==> config.mk <==
export PLATFORM = sky130hd
export DESIGN_NAME = univ_shift_reg
export DESIGN_NICKNAME = d
export VERILOG_FILES = /design/src/rtl/univ_shift_reg_pkg.sv /design/src/rtl/univ_shift_reg_counter.sv /design/src/rtl/univ_shift_reg.sv
export SDC_FILE = /design/constraint.sdc
export NUM_CORES = 1
export LEC_CHECK = 0
export CAP_MARGIN = 0
export CORE_MARGIN = 5
export CORE_UTILIZATION = 50
export DETAILED_ROUTE_END_ITERATION = 10
export PLACE_DENSITY = 0.83
export SYNTH_ARGS = -nofsm -noshare
export SYNTH_HDL_FRONTEND = slang
export SYNTH_SLANG_ARGS = --single-unit
==> constraint.sdc <==
create_clock -name Clk -period 4 [get_ports Clk]
set_input_delay 0.8 -clock Clk [delete_from_list [all_inputs] [get_ports Clk]]
set_output_delay 0.8 -clock Clk [all_outputs]
set_load 0.005 [all_outputs]
==> src/rtl/univ_shift_reg_pkg.sv <==
// Mode encodings for the universal shift register and related lab blocks.
// Pure definitions: no latency, no flow control.
package usr_pkg;

  typedef logic [2:0] mode_t;

  localparam mode_t MODE_HOLD  = 3'b000;
  localparam mode_t MODE_LOAD  = 3'b001;
  localparam mode_t MODE_SHL   = 3'b010;
  localparam mode_t MODE_SHR   = 3'b011;
  localparam mode_t MODE_ROL   = 3'b100;
  localparam mode_t MODE_ROR   = 3'b101;
  localparam mode_t MODE_ASR   = 3'b110;
  localparam mode_t MODE_CLEAR = 3'b111;

endpackage

==> src/rtl/univ_shift_reg_counter.sv <==
// Saturating serial-shift counter: Full at MAX, one-cycle Done pulse on reaching it.
// Latency 1 cycle from Inc/Clr to Full/Done; no backpressure, every edge is accepted.
module shift_counter #(
  parameter int MAX = 8
) (
  input  logic Clk,
  input  logic Resetn,
  input  logic Inc,
  input  logic Clr,
  output logic Full,
  output logic Done
);

  localparam int CW = $clog2(MAX + 1);
  localparam logic [CW-1:0] CNT_MAX  = CW'(MAX);
  localparam logic [CW-1:0] CNT_LAST = CW'(MAX - 1);

  logic [CW-1:0] cnt;

  // Done only fires on the MAX-1 -> MAX transition, never while already saturated.
  always_ff @(posedge Clk or negedge Resetn) begin
    if (!Resetn) begin
      cnt  <= '0;
      Done <= 1'b0;
    end else begin
      Done <= 1'b0;
      if (Clr) begin
        cnt <= '0;
      end else if (Inc && (cnt != CNT_MAX)) begin
        cnt <= cnt + 1'b1;
        if (cnt == CNT_LAST) Done <= 1'b1;
      end
    end
  end

  assign Full = (cnt == CNT_MAX);

endmodule

==> src/rtl/univ_shift_reg.sv <==
// N-bit universal register: load, shifts, rotates, arithmetic shift, clear.
// Latency 1 cycle from Mode/En to Q; no backpressure, En=0 simply holds.
module univ_shift_reg
  import usr_pkg::*;
#(
  parameter int                WIDTH     = 8,
  parameter logic [WIDTH-1:0]  RESET_VAL = '0
) (
  input  logic             Clk,
  input  logic             Resetn,
  input  logic             En,
  input  logic [2:0]       Mode,
  input  logic             SerInL,
  input  logic             SerInR,
  input  logic [WIDTH-1:0] D,
  output logic [WIDTH-1:0] Q,
  output logic             SerOutL,
  output logic             SerOutR,
  output logic             Full,
  output logic             Done
);

  logic [WIDTH-1:0] q_nxt;
  logic             cnt_inc;
  logic             cnt_clr;

  always_comb begin
    q_nxt = Q;
    if (En) begin
      case (Mode)
        MODE_LOAD:  q_nxt = D;
        MODE_SHL:   q_nxt = {Q[WIDTH-2:0], SerInR};
        MODE_SHR:   q_nxt = {SerInL, Q[WIDTH-1:1]};
        MODE_ROL:   q_nxt = {Q[WIDTH-2:0], Q[WIDTH-1]};
        MODE_ROR:   q_nxt = {Q[0], Q[WIDTH-1:1]};
        MODE_ASR:   q_nxt = {Q[WIDTH-1], Q[WIDTH-1:1]};
        MODE_CLEAR: q_nxt = RESET_VAL;
        default:    q_nxt = Q;
      endcase
    end
  end

  always_ff @(posedge Clk or negedge Resetn) begin
    if (!Resetn) Q <= RESET_VAL;
    else         Q <= q_nxt;
  end

  // Only shifts that bring in new serial data advance the count.
  assign cnt_inc = En && ((Mode == MODE_SHL) || (Mode == MODE_SHR));
  assign cnt_clr = En && ((Mode == MODE_LOAD) || (Mode == MODE_CLEAR));

  shift_counter #(.MAX(WIDTH)) u_cnt (
    .Clk    (Clk),
    .Resetn (Resetn),
    .Inc    (cnt_inc),
    .Clr    (cnt_clr),
    .Full   (Full),
    .Done   (Done)
  );

  assign SerOutL = Q[WIDTH-1];
  assign SerOutR = Q[0];

endmodule

Yosys cells after proc, flatten, opt, wreduce, memory -nomap -nowiden. Cells that the tools add are included.

Logic and storage cells: 32. Bits in registers: 13. Bits in latches: 0. Memory bits (writable): 0. Memories kept: 0. Input bits: 16. Memory bits (read-only): 0. Output and inout bits: 12.

Shifts and indexed selects: 0. $lt $le $gt $ge: 0. Add/subtract/negate cells: 1. Mux-type cells: 6. Divide/modulo/power cells: 0. $mul: 0. Bitwise logic cells: 1. Reduce and logical (&&, ||, !) cells: 10. Equal/unequal tests: 10.

Operators with widths (count): $pmux 8 s7 (1); $eq 3x3->1 const B (4); $mux 4 (2); $reduce_bool 7->1 (1); $eq 3x2->1 const B (2); $reduce_bool 6->1 (1); $add 4x1->4 const B (1); $eq 4x3->1 const B (1); $eq 4x4->1 const B (1); $ne 4x4->1 const B (1); $eq 3x1->1 const B (1); $logic_and 1x1->1 (3); $mux 1 (3); $reduce_and 3->1 (1); $logic_or 1x1->1 (2); $reduce_and 2->1 (1); $reduce_bool 2->1 (1); $not 1->1 (1).

Depth between registers and ports, before layout.
Word-level depth: 6. Depth in mapped cells: 7. Depth with buffers taken out: 6.

Hierarchy. Synthesis repeated with hierarchy kept, for this count alone.

Cells, all modules: 105. Area total of the unflattened synthesis: 1017.2 um^2.

Modules (own cells, without submodules): univ_shift_reg (cells each 79, times used 1, area an instance 748.2 um^2, sequential area each 200.2 um^2); shift_counter (cells each 26, times used 1, area an instance 269.0 um^2, sequential area each 125.1 um^2).

Worst setup path before layout. Ideal clock, no wire load.

Kind: in2reg. From: input port Mode[1]. To: register Q[1]. Path buffers: 1. Arrival time: 2068 ps. Stages on the path: 6. Setup slack: 1807 ps. Setup time: 125 ps. Data required time: 3875 ps. Path through: buf_6 -> inv_1 -> ha_1 -> a21o_2 -> o21ai_2 -> mux2_2.

Cells in the longest elaborated chain, start to end: 3. Elaborated cells on any way between the ends: 10. Those cells by class: eq/ne (7); mux (1); reduce/logical (2).

Ends and longest elaborated chain: start, declared (RTL line univ_shift_reg.sv:12) `input logic [2:0] Mode,`; $eq 3x2->1, or another cell as far along (RTL line univ_shift_reg.sv:30) `case (Mode)`; $reduce_bool 7->1 (no source line); $reduce_and 2->1 (no source line); end signal, assigned (RTL line univ_shift_reg.sv:45) `else Q <= q_nxt;`; end, declared (RTL line univ_shift_reg.sv:16) `output logic [WIDTH-1:0] Q,`.

Parallel ways exist; a longest one is shown, timed or not. A chain may end at the register's enable or synchronous reset.

Final worst setup path.
From: input port Mode[1]. To: register Q[3].

Same word-level chain as after synthesis.

==> impl_results.md <==
* Outcome: completed
* CTS tree: built
* Fillers at 163
* Routed WL at 2.18 mm
* Clk sink count at 13
* Mapped Cells at 98
* Wirelength per Cell at 14.7 um
* WL met3 at 106 um
* Most common cell after layout, fill and taps aside: clkdlybuf4s50_1
* Root Driver: clkbuf_4
* Most frequent cells in the layout: clkdlybuf4s50_1, dfrtp_1, nand2_1
* Vias post-DR at 784
* Final hold violations at 0
* # nets final at 142
* Final Util at 65.2%
* WHS at 0.502 ns
* VDD IR max at 0.000265 V
* Critical path type: in -> reg
* Initial antenna violation count at 0
* Hold Crit Class: reg -> reg
* Grt ovf at 0
* Most used DFF post-synth: dfrtp_1
* Hold Crit Depth at 1
* Synthesized area per cell at 9.93 sq um
* P_leak at 0.541 nW
* Drt pass-1 iters at 4
* Global Route Usage Sum at 17.6%
* Pin count of the biggest net entering global routing at 17
* Share of cells above drive strength 1 at 12.4%
* Final std cells w/o fill at 148
* Slew @ Worst Pin at 0.577 ns
* Ys Warns at 0
* Initial Util at 51.2%
* Die ar. at 2930 sq um
* Mapped Nets at 118
* Slew margin rel. at 61.4%
* Hpwl dp at 1.73 mm
* Pwr/cell area at 370 nW/um^2
* Vias per cell at 5.30
* M1 WL at 902 um
* Max Fanout on Critical Path at 11
* Final setup violation count at 0
* Die span in y at 54.1 um
* Post-cts gate resize count at 0
* Vias in the first global route at 838
* # rows at 16
* Async S/R FF share, synth at 100%
* Post-CTS Setup Bufs at 0
* Die width at 54.1 um
* Seq/Total Area, Yosys at 33.4%
* First-pass GRT wire length at 3.66 mm
* CP cell instances: clkdlybuf4s50_1 -> inv_1 -> ha_1 -> a21o_2 -> o21ai_2 -> mux2_2
* DR top layer: met4
* RSZ-0062 raised after global routing: no
* CTS Hold Bufs at 0
* CP max-delay cell: clkdlybuf4s50_1
* Number of synthesized register bits at 13
* Cell Area, Synth at 973 sq um
* Wire length on met2 at 1.16 mm
* Critical path required time at 4.15 ns
* Ports at 28
* EDFF count, synth at 0
* Area Overhead vs Synth at 27.4%
* CP arrival at 2.89 ns
* Critical Path Max Stage Delay at 0.77 ns
* CP endpoint kind: flip-flop
* Final period utilization at 68.5%
* Crit start category: input port
* Port Buf Inserts at 27
* Inst Count DP at 144
* Final setup TNS at 0 ns
* 1st-iter DRT viols at 9
* CTS Buf Count at 3
* Core ar. at 1900 sq um
* Final ANT Viol Nets at 0
* Max-slew violations at 0
* Maximum root-to-sink buffer count at 2
* H-tree depth at 1
* Clock transition at path regs at 0.07 ns
* Maxcap violations at 0
* Drt drc at 0
* R2R depth at 6
* Clk_skew at 0.00677 ns
* ANT cells at 0
* Placer Congestion at 0.746
* Tmin final at 2.74 ns
* Synth cell types at 34
* Achievable frequency at 365 MHz
* Skew-Pair Late Insertion Delay at 0.27 ns
## final timing paths
check                                     to          from  slack, ns
max in group asynchronous         u_cnt.Done        Resetn       2.72
worst max-delay path                    Q[3]       Mode[1]       1.26
worst min-delay path              u_cnt.Done  u_cnt.cnt[3]       0.50
worst max register to register  u_cnt.cnt[1]  u_cnt.cnt[0]       2.59
min in group asynchronous               Q[7]        Resetn       0.89
worst min register to register    u_cnt.Done  u_cnt.cnt[3]       0.50
## worst max-delay path, delay by kind of cell
family                     cells  cell delay, ns
AOI/OAI and AO/OA              2            0.53
muxes                          1            0.39
buffers and inverters          2            0.86
adders and majority gates      1            0.32
## logic make-up (layout without fill, tap and decap cells)
kind of cell	after synthesis	after routing	synth area share [%]
flops	13	13	33.4
mux	14	14	15.3
xor+xnor	4	4	5.53
simple gates	28	28	16.5
fa+ha+maj	4	4	5.14
compound gates	21	21	15.3
buf+inv	14	37	8.87
## power breakdown
group	internal (mW)	total [mW]	leakage [nW]	switching, mW
logic	0.114	0.183	0.354	0.0688
clock network	0.0386	0.0778	0.0150	0.0392
registers	0.162	0.198	0.171	0.0366
## area by class of cell
class / instances / area [sq um] / area share (%)
multi-input combinational: 71 / 562 / 45.3
sequential: 13 / 325 / 26.2
timing repair buffer: 27 / 270 / 21.8
tap: 27 / 33.8 / 2.72
clock buffer: 4 / 26.3 / 2.12
inverter: 6 / 22.5 / 1.82
## synth_stat cells (2+ instances only)
library cell  count  share of area, %
mux2i_1           7               7.2
inv_1             6               2.3
dfrtp_1          13                33
nand2_1           8               3.1
o21ai_0           6               3.1
nor3b_1           2               1.5
buf_4             3               2.3
and3_1            2               1.3
buf_6             3               3.5
nand3b_1          5               3.9
mux2_2            6               6.9
clkbuf_1          2              0.77
a2bb2oi_1         6               5.4
xnor2_1           2               1.8
ha_1              4               5.1
nor2_1            4               1.5
a21oi_1           2               1.0
## stage by stage
stage | setup slack (ns) | instance area [sq um] | power, mW
after floorplan | 1.81 | 973 | 0.302
after global placement | 1.07 | 1210 | 0.375
after detailed placement | 0.978 | 1210 | 0.386
after CTS | 1.28 | 1240 | 0.465
after global routing | 1.20 | 1240 | 0.497
final | 1.26 | 1240 | 0.459
## sequential cells by signal, summed over array words and instances (netlist names)
| name | count |
|---|---|
| u_cnt.Done | 1 |
| Q | 8 |
| u_cnt.cnt | 4 |
## layer usage
metal  vias to the layer above  track usage, %
met5                         -               0
met4                         0            6.22
met3                         2            3.32
met2                        19            32.3
met1                       372            19.9
li1                        391               -
No activity file was read; power rests on OpenSTA's default activity.
